<file path="src/rtl/user_ip_ctrl.sv">
// user_ip_ctrl: APB4 front end for a bank of user-IP slots with one shared GPIO pad group.
//
// Address map (paddr[11:8]):
//   0      local registers: CTRL 0x00 (rw [3:0] sel, [4] en), STAT 0x04 (ro [0] busy,
//          [7:4] owner, [8] owner_valid), GUARD 0x08 (rw [7:0] guard cycles).
//   k>=1   window of slot k-1, forwarded as ip_paddr = paddr[7:0] when slot k-1 owns the pads.
//
// Ports:
//   clk_i, rst_n_i                 clock, asynchronous active-low reset
//   paddr/psel/penable/pwrite/pwdata, prdata/pready/pslverr   upstream APB4 slave
//   ip_psel/ip_paddr/ip_penable/ip_pwrite/ip_pwdata, ip_prdata/ip_pready/ip_pslverr
//                                  downstream APB4 master, one select bit per slot
//   ip_gpio_out/ip_gpio_oen        per-slot pad requests
//   gpio_out/gpio_oen              pads (oen=1 tri-states the pad)
//
// Build option: define USER_IP_CTRL_TIMEOUT_EN to abort a downstream access that has not
// seen ip_pready within TO_CYC access cycles (answered with pslverr=1, prdata=0).
module user_ip_ctrl #(
  parameter int unsigned NUM_IP = 4,
  parameter int unsigned GPIO_W = 8,
  parameter int unsigned TO_CYC = 255
) (
  input  logic                       clk_i,
  input  logic                       rst_n_i,
  input  logic [11:0]                paddr,
  input  logic                       psel,
  input  logic                       penable,
  input  logic                       pwrite,
  input  logic [31:0]                pwdata,
  output logic [31:0]                prdata,
  output logic                       pready,
  output logic                       pslverr,
  output logic [NUM_IP-1:0]          ip_psel,
  output logic [7:0]                 ip_paddr,
  output logic                       ip_penable,
  output logic                       ip_pwrite,
  output logic [31:0]                ip_pwdata,
  input  logic [NUM_IP*32-1:0]       ip_prdata,
  input  logic [NUM_IP-1:0]          ip_pready,
  input  logic [NUM_IP-1:0]          ip_pslverr,
  input  logic [NUM_IP*GPIO_W-1:0]   ip_gpio_out,
  input  logic [NUM_IP*GPIO_W-1:0]   ip_gpio_oen,
  output logic [GPIO_W-1:0]          gpio_out,
  output logic [GPIO_W-1:0]          gpio_oen
);

  if (NUM_IP < 1 || NUM_IP > 15) begin : g_bad_num_ip
    $error("user_ip_ctrl: NUM_IP must be in 1..15");
  end
  if (TO_CYC < 1) begin : g_bad_to_cyc
    $error("user_ip_ctrl: TO_CYC must be at least 1");
  end

  typedef enum logic [1:0] {AIdle, ASetup, AAccess, ADone} apb_state_e;
  typedef enum logic [1:0] {PadOff, PadGuard, PadActive} pad_state_e;

  apb_state_e apb_q, apb_d;
  pad_state_e pad_q, pad_d;

  logic [3:0]  ctrl_sel_q;
  logic        ctrl_en_q;
  logic [7:0]  guard_q;
  logic [7:0]  cnt_q, cnt_d;
  logic [3:0]  owner_q, owner_d;
  logic        owner_valid_q, owner_valid_d;
  logic [3:0]  slot_q, slot_d;
  logic [31:0] rdata_q, rdata_d;
  logic        err_q, err_d;

  // Upstream decode
  logic        access, is_local, win_ok, busy;
  logic [3:0]  page, slot;
  logic        ctrl_wr, ctrl_bad, ctrl_chg, guard_wr;
  logic [31:0] local_rdata;

  assign access   = psel & penable;
  assign page     = paddr[11:8];
  assign slot     = page - 4'd1;
  assign is_local = (page == 4'd0);
  // Only the slot that currently owns the pads may be reached through its window.
  assign win_ok   = !is_local && (32'(page) <= NUM_IP) && owner_valid_q && (owner_q == slot);

  assign ctrl_wr  = access && pwrite && is_local && (paddr[7:0] == 8'h00) && (apb_q == AIdle);
  assign guard_wr = access && pwrite && is_local && (paddr[7:0] == 8'h08) && (apb_q == AIdle);
  assign ctrl_bad = 32'(pwdata[3:0]) >= NUM_IP;
  assign ctrl_chg = ctrl_wr && !ctrl_bad &&
                    ((pwdata[3:0] != ctrl_sel_q) || (pwdata[4] != ctrl_en_q));

  // busy reports that the pads are claimed: guarding or handed to a slot.
  assign busy = (pad_q != PadOff);

  always_comb begin
    local_rdata = '0;
    case (paddr[7:0])
      8'h00:   local_rdata = {27'd0, ctrl_en_q, ctrl_sel_q};
      8'h04:   local_rdata = {23'd0, owner_valid_q, owner_q, 3'd0, busy};
      8'h08:   local_rdata = {24'd0, guard_q};
      default: local_rdata = '0;
    endcase
  end

  // Response of the slot being forwarded to
  logic        sel_pready, sel_pslverr;
  logic [31:0] sel_prdata;

  always_comb begin
    sel_pready  = 1'b0;
    sel_pslverr = 1'b0;
    sel_prdata  = '0;
    for (int i = 0; i < int'(NUM_IP); i++) begin
      if (slot_q == 4'(i)) begin
        sel_pready  = ip_pready[i];
        sel_pslverr = ip_pslverr[i];
        sel_prdata  = ip_prdata[i*32 +: 32];
      end
    end
  end

`ifdef USER_IP_CTRL_TIMEOUT_EN
  localparam int unsigned ToW = (TO_CYC > 1) ? $clog2(TO_CYC) : 1;
  logic [ToW-1:0] to_cnt_q, to_cnt_d;
  logic           to_hit;

  assign to_hit = (32'(to_cnt_q) == TO_CYC - 1);

  always_comb begin
    to_cnt_d = to_cnt_q;
    if (apb_q == ASetup)       to_cnt_d = '0;
    else if (apb_q == AAccess) to_cnt_d = to_cnt_q + 1'b1;
  end

  always_ff @(posedge clk_i or negedge rst_n_i) begin
    if (!rst_n_i) to_cnt_q <= '0;
    else          to_cnt_q <= to_cnt_d;
  end
`endif

  // APB forwarding FSM and upstream response
  always_comb begin
    apb_d   = apb_q;
    slot_d  = slot_q;
    rdata_d = rdata_q;
    err_d   = err_q;
    pready  = 1'b0;
    pslverr = 1'b0;
    prdata  = '0;
    unique case (apb_q)
      AIdle: begin
        if (access) begin
          if (is_local) begin
            pready  = 1'b1;
            prdata  = local_rdata;
            pslverr = ctrl_wr && ctrl_bad;
          end else if (win_ok) begin
            apb_d  = ASetup;
            slot_d = slot;
          end else begin
            pready  = 1'b1;
            pslverr = 1'b1;
          end
        end
      end
      ASetup: apb_d = AAccess;
      AAccess: begin
        if (sel_pready) begin
          apb_d   = ADone;
          rdata_d = sel_prdata;
          err_d   = sel_pslverr;
        end
`ifdef USER_IP_CTRL_TIMEOUT_EN
        else if (to_hit) begin
          apb_d   = ADone;
          rdata_d = '0;
          err_d   = 1'b1;
        end
`endif
      end
      ADone: begin
        pready  = 1'b1;
        prdata  = rdata_q;
        pslverr = err_q;
        apb_d   = AIdle;
      end
      default: apb_d = AIdle;
    endcase
    // Local answers are combinational from the request, so mask them while in reset.
    if (!rst_n_i) begin
      pready  = 1'b0;
      pslverr = 1'b0;
      prdata  = '0;
    end
  end

  assign ip_paddr   = paddr[7:0];
  assign ip_pwrite  = pwrite;
  assign ip_pwdata  = pwdata;
  assign ip_penable = (apb_q == AAccess);

  always_comb begin
    ip_psel = '0;
    for (int i = 0; i < int'(NUM_IP); i++) begin
      ip_psel[i] = ((apb_q == ASetup) || (apb_q == AAccess)) && (slot_q == 4'(i));
    end
  end

  // Pad ownership FSM; a CTRL change always (re)starts the guard with the new target.
  always_comb begin
    pad_d         = pad_q;
    cnt_d         = cnt_q;
    owner_d       = owner_q;
    owner_valid_d = owner_valid_q;
    if (ctrl_chg) begin
      pad_d = PadGuard;
      cnt_d = guard_q;
    end else if (pad_q == PadGuard) begin
      if (cnt_q == 8'd0) begin
        pad_d         = ctrl_en_q ? PadActive : PadOff;
        owner_d       = ctrl_sel_q;
        owner_valid_d = ctrl_en_q;
      end else begin
        cnt_d = cnt_q - 8'd1;
      end
    end
  end

  always_comb begin
    gpio_out = '0;
    gpio_oen = '1;
    if (pad_q == PadActive) begin
      for (int i = 0; i < int'(NUM_IP); i++) begin
        if (owner_q == 4'(i)) begin
          gpio_out = ip_gpio_out[i*GPIO_W +: GPIO_W];
          gpio_oen = ip_gpio_oen[i*GPIO_W +: GPIO_W];
        end
      end
    end
  end

  always_ff @(posedge clk_i or negedge rst_n_i) begin
    if (!rst_n_i) begin
      apb_q         <= AIdle;
      slot_q        <= '0;
      rdata_q       <= '0;
      err_q         <= 1'b0;
      pad_q         <= PadOff;
      cnt_q         <= '0;
      owner_q       <= '0;
      owner_valid_q <= 1'b0;
      ctrl_sel_q    <= '0;
      ctrl_en_q     <= 1'b0;
      guard_q       <= 8'd16;
    end else begin
      apb_q         <= apb_d;
      slot_q        <= slot_d;
      rdata_q       <= rdata_d;
      err_q         <= err_d;
      pad_q         <= pad_d;
      cnt_q         <= cnt_d;
      owner_q       <= owner_d;
      owner_valid_q <= owner_valid_d;
      if (ctrl_chg) begin
        ctrl_sel_q <= pwdata[3:0];
        ctrl_en_q  <= pwdata[4];
      end
      if (guard_wr) guard_q <= pwdata[7:0];
    end
  end

endmodule

</file>
<file path="config.mk">
export PLATFORM = sky130hd
export DESIGN_NAME = user_ip_ctrl
export DESIGN_NICKNAME = d
export VERILOG_FILES = /design/src/rtl/user_ip_ctrl.sv
export SDC_FILE = /design/constraint.sdc
export NUM_CORES = 1
export LEC_CHECK = 0
export CAP_MARGIN = 20
export CORE_AREA = 2 2 133 135
export DETAILED_ROUTE_END_ITERATION = 8
export DIE_AREA = 0 0 135 137
export GPL_TIMING_DRIVEN = 1
export PLACE_DENSITY = 0.68
export SYNTH_ARGS = -nofsm -noshare
export SYNTH_HDL_FRONTEND = slang
export SYNTH_SLANG_ARGS = --single-unit
</file>
<file path="constraint.sdc">
create_clock -name clk_i -period 4.3 [get_ports clk_i]
set_clock_uncertainty 0.15 [all_clocks]
set_input_delay 0.86 -clock clk_i [delete_from_list [all_inputs] [get_ports clk_i]]
set_output_delay 0.86 -clock clk_i [all_outputs]
set_load 0.005 [all_outputs]
</file>
==> results of run 1 <==
[placed cells by master, fill, tap and decap left out, drive strengths merged, types with 4 or more instances in the layout]
cell             n
dfrtp           66
o21ai           58
a22oi           20
nand2b          13
and3            28
a21oi           44
xnor2            8
clkbuf           9
nor2b            6
a2bb2oi         10
a221oi          20
inv             11
nand2           41
nor3b            4
xor2             8
nand3            6
nor3             8
mux2i           35
mux2            54
nor4             4
clkdlybuf4s50  295
clkinv           4
ha               7
buf             17
nor2            35
[cell usage after synthesis, types with 2 or more instances]
library cell,instances
xnor2_1,8
nand2b_1,13
clkbuf_1,24
o21ai_1,2
buf_2,10
and3_1,28
buf_4,41
nor3_1,8
a22oi_1,20
and2_1,3
mux2i_1,35
nor3b_1,2
inv_1,9
nor3b_2,2
nor2_1,34
nand2_1,41
a221oi_1,20
or2_2,2
a21oi_1,44
nand3_1,6
buf_1,4
nor4_1,2
ha_1,7
a31oi_1,2
mux2_2,54
o21a_1,2
clkbuf_2,2
a2bb2oi_1,10
dfrtp_1,66
nor2b_1,6
o21ai_0,55
xor2_1,8
[cells by family (layout without fill, tap and decap cells)]
family,Yosys count,count (layout),share of synthesized area
buf+inv,91,337,0.0978
mux,89,89,0.181
fa+ha+maj,7,7,0.0165
flops,67,67,0.317
compound gates,162,162,0.193
simple gates,160,160,0.168
xor+xnor,16,16,0.0265
[worst max-delay path, stage by stage]
cell,delay (ps)
clkdlybuf4s50_1,520
inv_1,90
or4_1,570
o21ai_0,260
nand3_1,120
a21oi_1,160
clkdlybuf4s50_1,520
[sequential cells by signal (all words and copies together) (netlist names)]
register	count
apb_q	2
guard_q	8
cnt_q	8
rdata_q	32
slot_q	4
owner_q	4
ctrl_en_q	1
pad_q	2
owner_valid_q	1
err_q	1
ctrl_sel_q	4
[area by class of cell]
class	instances	area (um2)
fill	1622	8550
multi-input combinational	434	3150
inverter	9	33.8
timing repair buffer	312	3090
clock inverter	7	52.6
clock buffer	9	225
sequential	67	1680
tap	225	282
[routing by layer]
layer	vias to the layer above	track usage	wire, um
met5	-	0	0
met3	19	0.0515	1290
met4	0	0.0469	233
met1	2507	0.267	8280
met2	179	0.329	9270
li1	2596	-	-
[metrics by stage]
stage | util | hold slack (ps) | instance area, um2
after floorplan | - | 312 | 5300
after global placement | 0.482 | 329 | 8220
after detailed placement | 0.482 | 337 | 8220
after CTS | 0.498 | 207 | 8500
after global routing | 0.499 | 206 | 8510
final | 0.499 | 214 | 8510
[where the power goes]
part | switching [mW] | internal [mW] | total, mW
logic | 0.105 | 0.246 | 0.352
registers | 0.000163 | 0.631 | 0.631
clock network | 0.293 | 0.394 | 0.686
[worst max-delay path by stage]
| stage | startpoint | end | slack [ps] | cells past startpoint |
|---|---|---|---|---|
| global placement | paddr[9] | pready | 160 | 9 |
| floorplan | paddr[8] | pready | 1270 | 7 |
| detailed placement | paddr[9] | pready | 130 | 9 |
| finish | pwrite | pslverr | 190 | 7 |
| CTS | paddr[9] | pready | 120 | 9 |
| global route | paddr[9] | prdata[3] | 40 | 9 |
[timing repair]
action / 4_1_cts / 5_1_grt
hold endpoints to repair: 0 / 0
resized for setup: 0 / 3
endpoints found under the setup margin: 0 / 5
==> run metrics, run 1 <==
RSZ-0062 raised after global routing no; Synth top area share 0.312; grt total ovfl 0; CTS sink cnt 67; largest net degree at the start of global routing 82; TritonCTS Buffers 9; Data required, critical path 3290 ps; die area 18500 um2; Max Clock Freq 0.243 GHz; first-pass GRT wire length 28.6 mm; initial antenna violation count 0; final setup violation count 0; area growth from synthesis to layout 60.7%; Worst setup SP type input port; # IOs 345; Reg clk slew, reported paths 60 ps; leading area contributor after synthesis dfrtp_1; worst slew pin tran 774 ps; ys flop type dfrtp_1; Max-slew headroom 0.483; synthesized area 5300 um2; Worst Hold Class input port to asynchronous set/reset pin; Design Power 1.67 mW; Via-to-Cell Ratio 4.99; Final Non-Filler Cells 1063; DRC 0; htree depth 3; WL per Instance 17.9 um; MaxCap Viol Count 0; Crit Path Class input port to output port; number of enable flip-flop cells after synthesis 0; VDD IR max 0.000238 V; FP Rows 48; Reg2Reg Depth 7; outcome complete, no violations; Placement Setup Slack 126 ps; Syn Inst Count 592; CP Max Fanout 3; TritonCTS clock tree built; cell count after placement 1047; die height 137 um; NumNets Final 1089; via count 5301; distinct cell type count after synthesis 54; CP Capture Type output port; Seq cells post-synth 67; Syn Area/Cell 8.94 um2; leakage power 3.46 nW; worst path arrival time 3100 ps; ys async rst share 1.00; Critical R2R Capture owner_q[2]; power per cell area 196 nW/um2; Setup TNS 0 ps; Port Buffers 296; launching point of the worst reg2reg path apb_q[0]; clk_lat worst skew 330 ps; number of warnings issued by yosys 0; Longest Clk Path Bufs 2; DRC marker count from the first detailed-route iteration 247; largest cells by area after synthesis dfrtp_1 31%, mux2_2 11%, mux2i_1 6.6%; Post-CTS Repair Setup Buffers 0; Root Buffer clkbuf_16; GRT Overall Usage 0.201; WL final 19.1 mm; minimum clock period 4110 ps; layout cells sized above 1 0.126; Mapped Nets 848; final count of pins violating max slew 0; ant diodes 0; Reg2Reg Setup Slack 1600 ps; initial core utilization 0.310; setup slack after layout 188 ps; sequential share of the synthesized area 0.317; width of the die 135 um; RePlAce Congestion 0.803; hold buffer count at CTS 0; detailed placement HPWL 15.0 mm; Final ANT Viol Nets 0; DR pass1 iterations 5; fin crit share 0.956; Core ar. 17100 um2; vias in the first global route 5075; Hold Vio Cnt, Final 0
(Power assumes the default switching activity.)
==> run 2: changes to the inputs <==
==> constraint.sdc (replaced) <==
create_clock -name clk_i -period 4.9 [get_ports clk_i]
set_clock_uncertainty 0.15 [all_clocks]
set_input_delay 0.98 -clock clk_i [delete_from_list [all_inputs] [get_ports clk_i]]
set_output_delay 0.98 -clock clk_i [all_outputs]
set_load 0.005 [all_outputs]
==> run 2 against run 1 <==
Against the previous run: clock-buffer cell count rose by 2; final area barely moved; cell count fell by 0.28%; combinational power fell by 13%; largest cell class unchanged; core utilization barely moved; global-route usage fell by 0.46 points; first-iteration DRC count rose by 4.0%; die area did not move.
==> run metrics, run 2 (synthesized netlist as in run 1, its figures left out) <==
Root Buffer clkbuf_16 (unchanged); critical path's top delay family buffers and inverters (unchanged); first-pass GRT wire length 28.0 mm (was 28.6 mm); # IOs 345 (unchanged); Setup TNS 0 ps (unchanged); Post-CTS Repair Setup Buffers 0 (unchanged); Final ANT Viol Nets 0 (unchanged); DRC 0 (unchanged); Largest register FFs 32 (unchanged); die height 137 um (unchanged); TritonCTS clock tree built (unchanged); Max stage delay on crit path 600 ps (was 570 ps); power per cell area 184 nW/um2 (was 196 nW/um2); worst path bufs/invs 3 (unchanged); CP Capture Type output port (unchanged); CTS sink cnt 67 (unchanged); crit-path cells clkdlybuf4s50_1 > inv_1 > ha_1 > xnor2_1 > nor4_1 > o21ai_1 > a21oi_1 > nor2_1 > clkdlybuf4s50_1 (was clkdlybuf4s50_1 > inv_1 > or4_1 > o21ai_0 > nand3_1 > a21oi_1 > clkdlybuf4s50_1); MaxCap Viol Count 0 (unchanged); commonest non-fill, non-tap cell in the layout clkdlybuf4s50_1 (unchanged); RSZ-0062 raised after global routing no (unchanged); setup slack after layout 268 ps (was 188 ps); WL per Instance 17.8 um (was 17.9 um); width of the die 135 um (unchanged); VDD IR max 0.000177 V (was 0.000238 V); Reg2Reg Depth 7 (unchanged); Max-slew headroom 0.447 (was 0.483); final setup violation count 0 (unchanged); die area 18500 um2 (unchanged); DRC marker count from the first detailed-route iteration 257 (was 247); fin crit share 0.945; Worst path slowest cell clkdlybuf4s50_1 (was or4_1); minimum clock period 4630 ps; CP Max Fanout 7 (was 3); commonest non-fill, non-tap cells in the layout 295 x clkdlybuf4s50_1, 65 x dfrtp_1, 55 x o21ai_0 (unchanged); detailed placement HPWL 14.9 mm (was 15.0 mm); Top cell by count, worst path clkdlybuf4s50_1 (unchanged); leakage power 3.46 nW (about the same); registers with the most flip-flops rdata_q (32), cnt_q (8), guard_q (8) (unchanged); Data required, critical path 3770 ps (was 3290 ps); Max Clock Freq 0.216 GHz; Longest Clk Path Bufs 2 (unchanged); clk_lat worst skew 320 ps (was 330 ps); initial core utilization 0.310 (unchanged); Core ar. 17100 um2 (unchanged); Port Buffers 296 (unchanged); final count of pins violating max slew 0 (unchanged); WHS 335 ps (was 214 ps); outcome complete, no violations (unchanged); Worst Hold Class input port to asynchronous set/reset pin (unchanged); area post-placement 8170 um2 (was 8220 um2); Top reg by flops rdata_q (unchanged); FP Rows 48 (unchanged); Crit Path Class input port to output port (unchanged); worst slew pin tran 830 ps (was 774 ps); largest net degree at the start of global routing 43 (was 82); vias in the first global route 5130 (was 5075); layout cells sized above 1 0.119 (was 0.126); grt total ovfl 0 (unchanged); cell count after placement 1042 (was 1047); Worst setup SP type input port (unchanged); initial antenna violation count 1 (was 0); GRT Overall Usage 0.196 (was 0.201); Reg clk slew, reported paths 60 ps (about the same); RePlAce Congestion 0.833 (was 0.803); post-CTS resize count 0 (unchanged); WL final 18.8 mm (was 19.1 mm); Final Non-Filler Cells 1060 (was 1063); Via-to-Cell Ratio 5.00 (was 4.99); Crit path depth 9 (was 7); via count 5304 (was 5301); htree depth 3 (unchanged); area growth from synthesis to layout 60.9% (was 60.7%); worst path arrival time 3500 ps (was 3100 ps); DR pass1 iterations 5 (unchanged); hold buffer count at CTS 0 (unchanged); Hold Vio Cnt, Final 0 (unchanged); fin area 8520 um2 (was 8510 um2); Placement Setup Slack 318 ps (was 126 ps); TritonCTS Buffers 9 (unchanged); NumNets Final 1085 (was 1089)
run 2: metal layers:
| metal | GRT usage | share of wire | wire length, um |
|---|---|---|---|
| met3 | 0.0456 | 0.058 | 1100 |
| met4 | 0.0515 | 0.014 | 255 |
| met1 | 0.261 | 0.44 | 8340 |
| met5 | 0 | 0 | 0 |
| met2 | 0.321 | 0.49 | 9140 |
run 2: per-stage QoR:
stage / power [mW] / utilization
2_1_floorplan: 0.652 / -
3_3_place_gp: 0.868 / 0.479
5_1_grt: 1.64 / 0.499
4_1_cts: 1.59 / 0.498
3_5_place_dp: 0.870 / 0.479
6_report: 1.57 / 0.499
run 2: worst paths after layout:
| path | startpoint | end | slack (ps) |
|---|---|---|---|
| min reg2reg | rdata_q[9] | rdata_q[9] | 350 |
| max | paddr[8] | pready | 270 |
| max reg2reg | apb_q[0] | owner_q[2] | 2080 |
| min | rst_n_i | rdata_q[10] | 340 |
| max in group asynchronous | rst_n_i | slot_q[0] | 3440 |
| min in group clk_i | rdata_q[9] | rdata_q[9] | 350 |
run 2: final cells by class:
class / instances / area, um2
inverters: 9 / 33.8
well taps: 225 / 282
clock inverters: 5 / 85.1
fillers: 1659 / 8540
multi-input cells: 434 / 3130
clock buffers: 11 / 243
flip-flops and latches: 67 / 1680
diodes: 1 / 2.50
repair buffers: 308 / 3060
run 2: power by group:
part / switching [mW] / total [mW] / internal [mW]
clock: 0.246 / 0.709 / 0.462
combinational: 0.0915 / 0.305 / 0.214
sequential: 0.000142 / 0.554 / 0.554
